===== src/rtl/pipeline_controller_pkg.sv =====
// Shared types for the NAND CPU pipeline controller and the stage glue.
//   ctrl_state_e : sequencing state of the controller
//   pipe_ctrl_t  : the six per-stage stall/flush/bubble bits, bundled so the
//                  glue circuits can consume them as one value
package pipeline_controller_pkg;

  typedef enum logic [1:0] {
    RUN      = 2'd0,
    MEM_WAIT = 2'd1,
    REDIRECT = 2'd2,
    HALT     = 2'd3
  } ctrl_state_e;

  typedef struct packed {
    logic fetch_stall;
    logic dec_stall;
    logic dec_bubble;
    logic act_stall;
    logic flush_fetch;
    logic flush_dec;
  } pipe_ctrl_t;

  // Everything quiet: the pipeline advances normally.
  localparam pipe_ctrl_t CTRL_IDLE = '0;

  // Freeze fetch, decode and action together (d-cache wait or error halt).
  function automatic pipe_ctrl_t ctrl_hold_all();
    pipe_ctrl_t c;
    c = CTRL_IDLE;
    c.fetch_stall = 1'b1;
    c.dec_stall   = 1'b1;
    c.act_stall   = 1'b1;
    return c;
  endfunction

endpackage


===== src/rtl/pipeline_controller_if.sv =====
// Handshake bundle between the pipeline stage glue and the controller.
//   master modport : stage glue side, drives decode/action/d-cache status,
//                    receives stall/flush/bubble controls and status
//   slave modport  : controller side
// Status in : dec_valid, dec_ra_read, dec_rt_read, dec_ra_addr, dec_rt_addr,
//             dec_ps_read, act_valid, act_reg_write, act_reg_addr,
//             act_ps_write, act_mem_access, act_branch_taken, dc_miss, dc_done
// Controls  : fetch_stall, dec_stall, dec_bubble, act_stall, flush_fetch,
//             flush_dec, mem_timeout, stall_count
interface pipeline_controller_if #(
  parameter int REG_ADDR_W  = 4,
  parameter int STALL_CNT_W = 16
);
  logic                   dec_valid;
  logic                   dec_ra_read;
  logic                   dec_rt_read;
  logic [REG_ADDR_W-1:0]  dec_ra_addr;
  logic [REG_ADDR_W-1:0]  dec_rt_addr;
  logic                   dec_ps_read;
  logic                   act_valid;
  logic                   act_reg_write;
  logic [REG_ADDR_W-1:0]  act_reg_addr;
  logic                   act_ps_write;
  logic                   act_mem_access;
  logic                   act_branch_taken;
  logic                   dc_miss;
  logic                   dc_done;

  logic                   fetch_stall;
  logic                   dec_stall;
  logic                   dec_bubble;
  logic                   act_stall;
  logic                   flush_fetch;
  logic                   flush_dec;
  logic                   mem_timeout;
  logic [STALL_CNT_W-1:0] stall_count;

  modport master (
    output dec_valid, dec_ra_read, dec_rt_read, dec_ra_addr, dec_rt_addr,
           dec_ps_read, act_valid, act_reg_write, act_reg_addr, act_ps_write,
           act_mem_access, act_branch_taken, dc_miss, dc_done,
    input  fetch_stall, dec_stall, dec_bubble, act_stall, flush_fetch,
           flush_dec, mem_timeout, stall_count
  );

  modport slave (
    input  dec_valid, dec_ra_read, dec_rt_read, dec_ra_addr, dec_rt_addr,
           dec_ps_read, act_valid, act_reg_write, act_reg_addr, act_ps_write,
           act_mem_access, act_branch_taken, dc_miss, dc_done,
    output fetch_stall, dec_stall, dec_bubble, act_stall, flush_fetch,
           flush_dec, mem_timeout, stall_count
  );

endinterface


===== src/rtl/pipeline_controller_hazard_detect.sv =====
// Purely combinational read-after-write hazard detection between the decode
// and action stages. No forwarding exists, so any match is a hazard; kept as
// its own block so forwarding can be added here later.
// Inputs : decode read enables/addresses, action write enables/address
// Output : raw - decode must wait one cycle for the action result
module hazard_detect #(
  parameter int REG_ADDR_W = 4
) (
  input  logic                  dec_valid,
  input  logic                  dec_ra_read,
  input  logic                  dec_rt_read,
  input  logic [REG_ADDR_W-1:0] dec_ra_addr,
  input  logic [REG_ADDR_W-1:0] dec_rt_addr,
  input  logic                  dec_ps_read,
  input  logic                  act_valid,
  input  logic                  act_reg_write,
  input  logic [REG_ADDR_W-1:0] act_reg_addr,
  input  logic                  act_ps_write,
  output logic                  raw
);

  logic ra_hit;
  logic rt_hit;
  logic reg_hit;
  logic ps_hit;

  assign ra_hit  = dec_ra_read && (dec_ra_addr == act_reg_addr);
  assign rt_hit  = dec_rt_read && (dec_rt_addr == act_reg_addr);
  assign reg_hit = act_reg_write && (ra_hit || rt_hit);
  assign ps_hit  = dec_ps_read && act_ps_write;
  assign raw     = dec_valid && act_valid && (reg_hit || ps_hit);

endmodule


===== src/rtl/pipeline_controller.sv =====
// Central hazard and sequencing controller for the pipelined NAND CPU.
// Produces per-stage stall, bubble and flush controls for RAW hazards,
// d-cache miss waits and taken-branch redirects.
// Ports:
//   clk   : clock, rising edge
//   n_rst : asynchronous active-low reset; all outputs read 0 while low
//   bus   : slave side of pipeline_controller_if (status in, controls out)
module pipeline_controller
  import pipeline_controller_pkg::*;
#(
  parameter int REG_ADDR_W  = 4,
  parameter int FETCH_LAT   = 1,
  parameter int MEM_TIMEOUT = 64,
  parameter int STALL_CNT_W = 16
) (
  input  logic                 clk,
  input  logic                 n_rst,
  pipeline_controller_if.slave bus
);

  localparam int WAIT_W = $clog2(MEM_TIMEOUT + 1);

  ctrl_state_e              state;
  logic [WAIT_W-1:0]        wait_cnt;
  logic [WAIT_W-1:0]        wait_next;
  logic [2:0]               redir_cnt;
  logic                     timeout_q;
  logic [STALL_CNT_W-1:0]   stall_q;
  pipe_ctrl_t               ctrl;
  logic                     raw;
  logic                     mem_miss;
  logic                     branch;

  hazard_detect #(.REG_ADDR_W(REG_ADDR_W)) u_hazard (
    .dec_valid     (bus.dec_valid),
    .dec_ra_read   (bus.dec_ra_read),
    .dec_rt_read   (bus.dec_rt_read),
    .dec_ra_addr   (bus.dec_ra_addr),
    .dec_rt_addr   (bus.dec_rt_addr),
    .dec_ps_read   (bus.dec_ps_read),
    .act_valid     (bus.act_valid),
    .act_reg_write (bus.act_reg_write),
    .act_reg_addr  (bus.act_reg_addr),
    .act_ps_write  (bus.act_ps_write),
    .raw           (raw)
  );

  // A miss outranks a branch, so an illegal miss+branch still waits on memory.
  assign mem_miss  = bus.act_valid && bus.act_mem_access && bus.dc_miss;
  assign branch    = bus.act_valid && bus.act_branch_taken;
  assign wait_next = wait_cnt + 1'b1;

  // Controls are combinational from state and inputs, gated by n_rst so the
  // glue sees all zeros for the whole reset window.
  always_comb begin
    ctrl = CTRL_IDLE;
    if (n_rst) begin
      case (state)
        RUN: begin
          if (mem_miss) begin
            ctrl = ctrl_hold_all();
          end else if (branch) begin
            ctrl.flush_fetch = 1'b1;
            ctrl.flush_dec   = 1'b1;
          end else if (raw) begin
            ctrl.fetch_stall = 1'b1;
            ctrl.dec_stall   = 1'b1;
            ctrl.dec_bubble  = 1'b1;
          end
        end
        MEM_WAIT: begin
          if (!bus.dc_done) begin
            ctrl = ctrl_hold_all();
          end
        end
        REDIRECT: begin
          // Decode is empty while the new PC is fetched; RAW is irrelevant.
          ctrl.flush_dec = 1'b1;
        end
        HALT: begin
          ctrl = ctrl_hold_all();
        end
        default: begin
          ctrl = CTRL_IDLE;
        end
      endcase
    end
  end

  // Sequencing FSM plus wait, redirect and stall-statistics counters.
  // wait_cnt counts stalled cycles of the current miss, including the cycle
  // the miss was first seen.
  always_ff @(posedge clk or negedge n_rst) begin
    if (!n_rst) begin
      state     <= RUN;
      wait_cnt  <= '0;
      redir_cnt <= '0;
      timeout_q <= 1'b0;
      stall_q   <= '0;
    end else begin
      if (ctrl.fetch_stall && (stall_q != {STALL_CNT_W{1'b1}})) begin
        stall_q <= stall_q + 1'b1;
      end
      case (state)
        RUN: begin
          if (mem_miss) begin
            state    <= MEM_WAIT;
            wait_cnt <= WAIT_W'(1);
          end else if (branch && (FETCH_LAT > 0)) begin
            state     <= REDIRECT;
            redir_cnt <= 3'(FETCH_LAT);
          end
        end
        MEM_WAIT: begin
          if (bus.dc_done) begin
            state    <= RUN;
            wait_cnt <= '0;
          end else begin
            wait_cnt <= wait_next;
            if (wait_next >= WAIT_W'(MEM_TIMEOUT)) begin
              state     <= HALT;
              timeout_q <= 1'b1;
            end
          end
        end
        REDIRECT: begin
          redir_cnt <= redir_cnt - 1'b1;
          if (redir_cnt == 3'd1) begin
            state <= RUN;
          end
        end
        HALT: begin
          state <= HALT;
        end
        default: begin
          state <= RUN;
        end
      endcase
    end
  end

  assign bus.fetch_stall = ctrl.fetch_stall;
  assign bus.dec_stall   = ctrl.dec_stall;
  assign bus.dec_bubble  = ctrl.dec_bubble;
  assign bus.act_stall   = ctrl.act_stall;
  assign bus.flush_fetch = ctrl.flush_fetch;
  assign bus.flush_dec   = ctrl.flush_dec;
  assign bus.mem_timeout = timeout_q;
  assign bus.stall_count = stall_q;

endmodule


===== src/flat_wrapper.sv =====
// flat-port wrapper written by rule: the top's interface ports become plain ports
module pipeline_controller_flat import pipeline_controller_pkg::*;
#(
  parameter int REG_ADDR_W  = 4,
  parameter int FETCH_LAT   = 1,
  parameter int MEM_TIMEOUT = 64,
  parameter int STALL_CNT_W = 16
)
  (clk, n_rst, bus_dec_valid, bus_dec_ra_read, bus_dec_rt_read, bus_dec_ra_addr, bus_dec_rt_addr, bus_dec_ps_read, bus_act_valid, bus_act_reg_write, bus_act_reg_addr, bus_act_ps_write, bus_act_mem_access, bus_act_branch_taken, bus_dc_miss, bus_dc_done, bus_fetch_stall, bus_dec_stall, bus_dec_bubble, bus_act_stall, bus_flush_fetch, bus_flush_dec, bus_mem_timeout, bus_stall_count);
  pipeline_controller_if #(.REG_ADDR_W(REG_ADDR_W), .STALL_CNT_W(STALL_CNT_W)) bus_i ();
  input  logic clk;
  input  logic n_rst;
  input wire logic [$bits(bus_i.dec_valid)-1:0] bus_dec_valid;
  input wire logic [$bits(bus_i.dec_ra_read)-1:0] bus_dec_ra_read;
  input wire logic [$bits(bus_i.dec_rt_read)-1:0] bus_dec_rt_read;
  input wire logic [$bits(bus_i.dec_ra_addr)-1:0] bus_dec_ra_addr;
  input wire logic [$bits(bus_i.dec_rt_addr)-1:0] bus_dec_rt_addr;
  input wire logic [$bits(bus_i.dec_ps_read)-1:0] bus_dec_ps_read;
  input wire logic [$bits(bus_i.act_valid)-1:0] bus_act_valid;
  input wire logic [$bits(bus_i.act_reg_write)-1:0] bus_act_reg_write;
  input wire logic [$bits(bus_i.act_reg_addr)-1:0] bus_act_reg_addr;
  input wire logic [$bits(bus_i.act_ps_write)-1:0] bus_act_ps_write;
  input wire logic [$bits(bus_i.act_mem_access)-1:0] bus_act_mem_access;
  input wire logic [$bits(bus_i.act_branch_taken)-1:0] bus_act_branch_taken;
  input wire logic [$bits(bus_i.dc_miss)-1:0] bus_dc_miss;
  input wire logic [$bits(bus_i.dc_done)-1:0] bus_dc_done;
  output wire logic [$bits(bus_i.fetch_stall)-1:0] bus_fetch_stall;
  output wire logic [$bits(bus_i.dec_stall)-1:0] bus_dec_stall;
  output wire logic [$bits(bus_i.dec_bubble)-1:0] bus_dec_bubble;
  output wire logic [$bits(bus_i.act_stall)-1:0] bus_act_stall;
  output wire logic [$bits(bus_i.flush_fetch)-1:0] bus_flush_fetch;
  output wire logic [$bits(bus_i.flush_dec)-1:0] bus_flush_dec;
  output wire logic [$bits(bus_i.mem_timeout)-1:0] bus_mem_timeout;
  output wire logic [$bits(bus_i.stall_count)-1:0] bus_stall_count;
  assign bus_i.dec_valid = bus_dec_valid;
  assign bus_i.dec_ra_read = bus_dec_ra_read;
  assign bus_i.dec_rt_read = bus_dec_rt_read;
  assign bus_i.dec_ra_addr = bus_dec_ra_addr;
  assign bus_i.dec_rt_addr = bus_dec_rt_addr;
  assign bus_i.dec_ps_read = bus_dec_ps_read;
  assign bus_i.act_valid = bus_act_valid;
  assign bus_i.act_reg_write = bus_act_reg_write;
  assign bus_i.act_reg_addr = bus_act_reg_addr;
  assign bus_i.act_ps_write = bus_act_ps_write;
  assign bus_i.act_mem_access = bus_act_mem_access;
  assign bus_i.act_branch_taken = bus_act_branch_taken;
  assign bus_i.dc_miss = bus_dc_miss;
  assign bus_i.dc_done = bus_dc_done;
  assign bus_fetch_stall = bus_i.fetch_stall;
  assign bus_dec_stall = bus_i.dec_stall;
  assign bus_dec_bubble = bus_i.dec_bubble;
  assign bus_act_stall = bus_i.act_stall;
  assign bus_flush_fetch = bus_i.flush_fetch;
  assign bus_flush_dec = bus_i.flush_dec;
  assign bus_mem_timeout = bus_i.mem_timeout;
  assign bus_stall_count = bus_i.stall_count;
  pipeline_controller #(.REG_ADDR_W(REG_ADDR_W), .FETCH_LAT(FETCH_LAT), .MEM_TIMEOUT(MEM_TIMEOUT), .STALL_CNT_W(STALL_CNT_W)) u_core (.clk(clk), .n_rst(n_rst), .bus(bus_i));
endmodule

===== config.mk =====
export PLATFORM = sky130hd
export DESIGN_NAME = pipeline_controller_flat
export DESIGN_NICKNAME = d
export VERILOG_FILES = /design/src/rtl/pipeline_controller_pkg.sv /design/src/rtl/pipeline_controller_if.sv /design/src/rtl/pipeline_controller_hazard_detect.sv /design/src/rtl/pipeline_controller.sv /design/src/flat_wrapper.sv
export SDC_FILE = /design/constraint.sdc
export NUM_CORES = 1
export LEC_CHECK = 0
export BUFFER_PORTS_ARGS = -buffer_cell sky130_fd_sc_hd__buf_2
export CORE_MARGIN = 8
export CORE_UTILIZATION = 55
export CTS_BUF_LIST = sky130_fd_sc_hd__clkbuf_4
export CTS_CLUSTER_DIAMETER = 30
export DETAILED_ROUTE_END_ITERATION = 10
export PLACE_DENSITY = 0.84
export SETUP_SLACK_MARGIN = 0.2
export SLEW_MARGIN = 20
export SYNTH_ARGS = -nofsm -noshare
export SYNTH_HDL_FRONTEND = slang
export SYNTH_HIERARCHICAL = 1
export SYNTH_SLANG_ARGS = --single-unit

===== constraint.sdc =====
create_clock -name clk -period 3.63 [get_ports clk]
set_input_delay 0.1815 -clock clk [delete_from_list [all_inputs] [get_ports clk]]
set_output_delay 0.1815 -clock clk [all_outputs]
set_load 0.03 [all_outputs]

==> metrics.txt, run 1 <==
P_sw 426 µW; TritonRoute pass-1 iters 4; Static Leak 0.941 nW; # hold bufs at CTS 1; worst path bufs/invs 3; Peak VDD IR 0.000458 V; startpoint types primary input; Yosys warnings 6; flop-to-flop setup slack 1570 ps; CTS clock-pin slew for the worst setup and hold paths 80 ps; FF-to-FF End u_core/bus.stall_count[1]; Combinational Power Share 0.374; Final #Nets 244; period utilization 0.599; cell count after synthesis 163; Slew Viols, Final 0; Global Route Usage Sum 0.151; post-synthesis cell area 0.00164 mm²; RSZ-0062 raised after global routing false; FP Rows 20; max_cap viols 0; Final min period about 2200 ps; Antenna Cells 0; Die Y 70.6 µm; Seq/Total Area, Yosys 0.443; Worst path max stage delay 690 ps; TritonCTS clock tree yes; Pint 633 µW; Hold Crit Start bus_dc_done; power consumption 1.06 mW; Max Freq ~0.46 GHz; Mean Syn Cell Area 10.1 µm²; postcts setup bufs 0; P per Cell Area roughly 540 mW/mm²; clock skew 3.02 ps; Worst path top cell family by delay buffers and inverters; Area Overhead vs Synth 19.2%; Hold Crit Class in2reg; CP Max Fanout 33; I/O pin cnt between 40 and 50; grt ovf 0; Worst EP arrival 2380 ps; dpl hpwl 2.78 mm; Yosys top cell by area dfrtp_1; status finished, final reports clean; fraction of layout cells with a size suffix above 1 0.307; DR iter-0 viols 90; Worst Path Required 3840 ps; final setup fails 0; synth top area cells dfrtp_1 44%, xnor2_1 8.0%, nand3_1 5.2%; number of remaining DRC errors 0; CP max stage cell nor3_2; WL final 3.57 mm; WHS Endpoint u_core/wait_cnt[2]; Routed Antenna Nets 0; FF+latch count, synth 29; starting density of the core 0.555; Final TNS setup 0 ps; crit path kind in2reg; clock buffer count from CTS 5; Slew HR 0.460; Cell variety after synth 41; sequential power share 0.459; first-pass GRT wire length 6.17 mm; CP Cell Sequence dlygate4sd3_1 > buf_2 > buf_4 > nand3_1 > nor3_2 > mux2_1; Die Area 0.00498 mm²; number of synthesized flops with an enable pin 0; Skew-Pair Late Insertion Delay 320 ps; top-count cell post-synth dfrtp_1; post-CTS sizing 0; switch share 0.402; syn nets 192; WHS Path Cells 4; Bufs on Longest Clock Path 2; GPL Wtd Cong about 0.84; IO buf count between 40 and 50; drt wl/cell 14.4 µm; Fill cells 256; post-synth top area share 0.443; ranking of synthesized cells by instance count 29 x dfrtp_1, 17 x nand3_1, 15 x xnor2_1; initial antenna violation count 0; vias in the first global route 1370; Vias roughly 1.4k; CTS sink count 29; slew of the pin with the lowest slew margin 805 ps; # H-tree levels 2; ys flop type dfrtp_1; Worst R2R Path Depth 4; core area 0.00295 mm²; worst r2r src u_core/state[0]; die width around 71 µm; FFs w/ async S/R, synth 1.00; Crit. End Element register; Final Hold Viols 0; vias per cell roughly 5.5; largest net degree at the start of global routing 34; Clock Tree Root clkbuf_4; clock network fraction of total power 0.168
-- power groups by stage --
| stage | clock [mW] | combinational [mW] | sequential (mW) |
|---|---|---|---|
| finish | 0.178 | 0.396 | 0.486 |
| global placement | 0 | 0.392 | 0.491 |
| CTS | 0.186 | 0.401 | 0.487 |
| global route | 0.197 | 0.442 | 0.502 |
| detailed placement | 0 | 0.400 | 0.494 |
| floorplan | 0 | 0.278 | 0.506 |
-- worst register-to-register path, cell delays in order, from the launching register on --
cell and delay [ps]:
dfrtp_1 570, or2b_2 200, nand3_1 110, nor3_2 690, mux2_1 380
-- kinds of logic (layout without fill, tap and decap cells) --
logic type | after synthesis | after routing | share of synthesized area
mux | 5 | 5 | 0.0366
flops | 29 | 29 | 0.443
buf+inv | 7 | 59 | 0.0237
compound gates | 19 | 19 | 0.0817
xor+xnor | 22 | 22 | 0.118
fa+ha+maj | 4 | 4 | 0.0305
simple gates | 77 | 77 | 0.267
-- metal layers --
metal / share of wire / vias to the layer above / global-route usage
li1: - / 687 / -
met1: 0.44 / 639 / 0.174
met2: 0.51 / 22 / 0.260
met3: 0.035 / 7 / 0.0395
met4: 0.014 / 0 / 0.0624
met5: 0 / - / 0
-- flip-flops by register name, summed over array words and instances, names as in the netlist --
name and cells:
u_core/bus.stall_count 16, u_core/wait_cnt 7, u_core/redir_cnt 3, u_core/state 2
u_core/bus.mem_timeout 1
-- per-stage QoR --
stage          utilization  hold WS, ps  area [µm²]  setup slack (ps)  cells
4_1_cts              0.662          252        1950              1430    248
2_1_floorplan            -         -114        1640              1600    163
3_5_place_dp         0.642          214        1900              1400    240
6_report             0.662          266        1950              1460    248
3_3_place_gp         0.642          214        1900              1450    240
5_1_grt              0.662          299        1950              1220    248
-- worst max-delay path by stage --
stage	end	depth (start not counted)	slack, ps	from
global placement	u_core/bus.stall_count[1]	8	1450	bus_act_reg_addr[3]
CTS	u_core/bus.stall_count[1]	6	1430	n_rst
finish	u_core/bus.stall_count[1]	6	1460	n_rst
floorplan	u_core/bus.stall_count[12]	8	1600	bus_dec_ra_addr[3]
detailed placement	u_core/bus.stall_count[1]	8	1400	bus_act_reg_addr[3]
global route	u_core/bus.stall_count[3]	7	1220	n_rst
-- area by class of cell --
cell class / instances / area, µm² / share of cell area
multi-input combinational: 127 / 875 / 0.448
tap: 33 / 41.3 / 0.0211
timing repair buffer: 49 / 253 / 0.129
clock inverter: 1 / 3.75 / 0.00192
sequential: 29 / 726 / 0.371
inverter: 3 / 11.3 / 0.00576
clock buffer: 6 / 45.0 / 0.0230
-- cells in the final DEF (no fill, tap or decap), drive strengths merged --
cell         synthesis  layout
and3                 4       4
o31ai                2       2
a22o                 2       2
ha                   4       4
o31a                 1       1
a21oi                1       1
and4                 2       2
o21a                 1       1
buf                  3      48
nand3               17      17
or3b                 2       2
o21bai               1       1
mux2                 5       5
dlygate4sd3          0       1
o2bb2ai              1       1
nor3                 1       1
xor2                 7       7
a21o                 1       1
nor4                 3       3
nor2                13      13
nand2b               2       2
and2                 3       3
dfrtp               29      29
xnor2               15      15
a221oi               1       1
o21ai                7       7
or2                  2       2
clkinv               0       1
nand4               11      11
clkbuf               1       6
a31oi                1       1
nand3b               1       1
nand2               11      11
inv                  3       3
or2b                 1       1
nor3b                4       4
Note: power is estimated with default switching activity, not from simulation.
==> run 2, diff against run 1 <==
--- a/config.mk
+++ b/config.mk
@@ -7,11 +7,11 @@
 export LEC_CHECK = 0
 export BUFFER_PORTS_ARGS = -buffer_cell sky130_fd_sc_hd__buf_2
 export CORE_MARGIN = 8
-export CORE_UTILIZATION = 55
+export CORE_UTILIZATION = 48
 export CTS_BUF_LIST = sky130_fd_sc_hd__clkbuf_4
 export CTS_CLUSTER_DIAMETER = 30
 export DETAILED_ROUTE_END_ITERATION = 10
-export PLACE_DENSITY = 0.84
+export PLACE_DENSITY = 0.78
 export SETUP_SLACK_MARGIN = 0.2
 export SLEW_MARGIN = 20
 export SYNTH_ARGS = -nofsm -noshare
==> constraint.sdc (replaced) <==
create_clock -name clk -period 1.8 [get_ports clk]
set_input_delay 0.09 -clock clk [delete_from_list [all_inputs] [get_ports clk]]
set_output_delay 0.09 -clock clk [all_outputs]
set_load 0.03 [all_outputs]
==> run 2 against run 1 <==
  * Hold slack worse by 63 ps
  * Worst setup slack worse by 1400 ps
  * Via count increased by 17%
  * Critical endpoint is now bus_dec_bubble
  * Utilization up 7.6 points
  * First-iteration DRC count up 49%
  * Largest cell class unchanged
  * Final cell count rose by 17%
  * Sequential share of layout area decreased by 6.9 points
  * Routed wire length grew 37%
  * Register-to-register slack got worse by 1400 ps
==> metrics.txt, run 2 (synthesis results as in run 1) <==
period utilization 0.947; Slew Viols, Final 0; FP Rows 21; Hold Worst Slack 203 ps; Final #Nets ~270; grt ovf 0; worst path bufs/invs 2; CP max stage cell dfrtp_1; first-pass GRT wire length between 6 and 7 mm; crit path kind reg2out; Routed Antenna Nets 0; Final Hold Viols 0; # H-tree levels 2; DR iter-0 viols 134; Worst path max stage delay 440 ps; Worst path top cell family by delay simple AND/OR/NAND/NOR gates; Largest register FFs 16; Final min period 1700 ps; I/O pin cnt 48; IO buf count 47; Bufs on Longest Clock Path 2; TritonCTS clock tree yes; TritonRoute pass-1 iters 5; slew of the pin with the lowest slew margin 551 ps; Static Leak 1.16 nW; dpl hpwl 2.85 mm; power consumption 2.84 mW; GPL Wtd Cong 0.821; clock buffer count from CTS 5; Die Area 0.00554 mm²; Post-Place Cell Area roughly 0.0020 mm²; flop-to-flop setup slack 130 ps; Clock Tree Root clkbuf_4; commonest cells after routing, fill and taps aside 41 x buf_2, 21 x buf_4, 18 x dfrtp_1; fin area between 0.002 and 0.0025 mm²; vias per cell approximately 5.5; Area Overhead vs Synth 49.1%; clock skew 17.8 ps; Fill cells between 200 and 250; Vias 1582; Crit. End Element primary output; WL final slightly below 5 mm; fraction of layout cells with a size suffix above 1 0.527; M1 GR Usage 0.199; vias in the first global route 1462; Worst Path Required roughly 1700 ps; Global Route Usage Sum 0.160; Max Freq about 0.6 GHz; initial antenna violation count 0; core area between 0.003 and 0.004 mm²; RSZ-0062 raised after global routing true; startpoint types register; Hold Crit Class in2reg; largest net degree at the start of global routing 17; final setup fails 0; CP Max Fanout 3; die width 74.4 µm; starting density of the core 0.495; Peak VDD IR 0.000861 V; CTS sink count 29; Worst EP arrival 1610 ps; Skew-Pair Late Insertion Delay 350 ps; drt wl/cell 17.0 µm; final core occ 0.738; max_cap viols 0; status finished, final reports clean; Antenna Cells 0; Slew HR 0.632; GR Util met2 0.251; Die Y 74.4 µm; CP Cell Sequence buf_6 > or3b_4 > nor2_1 > buf_4; grt peak-use layer met2; number of remaining DRC errors 0; commonest non-fill, non-tap cell in the layout buf_2; P per Cell Area 1160 mW/mm²; met3 usage 0.0512; CTS clock-pin slew for the worst setup and hold paths ~90 ps
run 2: cell types whose count changed in the layout (fill, tap and decap cells not counted), moves of 3 or more:
| cell | before | now |
|---|---|---|
| nor2_2 | 1 | 4 |
| buf_6 | 0 | 12 |
| dfrtp_2 | 0 | 11 |
| nand3_1 | 17 | 12 |
| nand3_2 | 0 | 3 |
| dfrtp_1 | 29 | 18 |
| buf_4 | 1 | 21 |
| nor2_4 | 0 | 3 |
| buf_2 | 47 | 41 |
| nor2_1 | 12 | 6 |
run 2: power breakdown:
part / switching [mW] / internal [mW] / leakage, nW / total (mW)
Sequential: 0.154 / 0.800 / 0.368 / 0.954
Clock: 0.247 / 0.163 / 0.0354 / 0.410
Combinational: 0.735 / 0.741 / 0.755 / 1.48
Total: 1.14 / 1.70 / 1.16 / 2.84
run 2: routing by layer:
metal / wire (µm) / part of all wire
met5: 0 / 0
met4: 148 / 0.030
met3: 178 / 0.036
met2: 2550 / 0.52
met1: 2020 / 0.41
run 2: path summary, 6_finish.rpt:
path	startpoint	end	cells after the start
worst max-delay path	u_core/state[1]	bus_dec_bubble	4
worst min-delay path	bus_dc_done	u_core/wait_cnt[2]	4
worst max register to register	u_core/state[1]	u_core/bus.stall_count[1]	6
worst min register to register	u_core/bus.mem_timeout	u_core/bus.mem_timeout	1
max in group asynchronous	n_rst	u_core/bus.stall_count[9]	3
min in group asynchronous	n_rst	u_core/bus.stall_count[5]	3
run 2: stage by stage:
step,setup TNS (ps),worst slack [ps],cells
2_1_floorplan,0,169,163
3_3_place_gp,0,36.8,259
3_5_place_dp,-2.41,-2.41,259
4_1_cts,0,152,279
5_1_grt,0,36.5,289
6_report,0,95.2,289
run 2: timing repair:
item / in CTS / in global routing
pin swaps: 7 / 16
endpoints found under the hold margin: 29 / 0
setup endpoints to repair: 8 / 27
hold buffers: 1 / 0
gates cloned: 0 / 1
buffers inserted: 11 / 9
resized for setup: 19 / 34
run 2: cell type report:
class                           instances  area, µm²  share of cell area
Tap cell                               46       57.6              0.0236
Sequential cell                        29        739               0.303
Timing Repair Buffer                   76        528               0.216
Clock inverter                          2       10.0             0.00410
Inverter                                3       11.3             0.00461
Clock buffer                            6       45.0              0.0184
Multi-Input combinational cell        127       1050               0.431
run 2: worst min-delay path: stages:
cell     delay, ps
buf_2          170
nor3b_1        110
nand2_1         70
o21ai_0         60
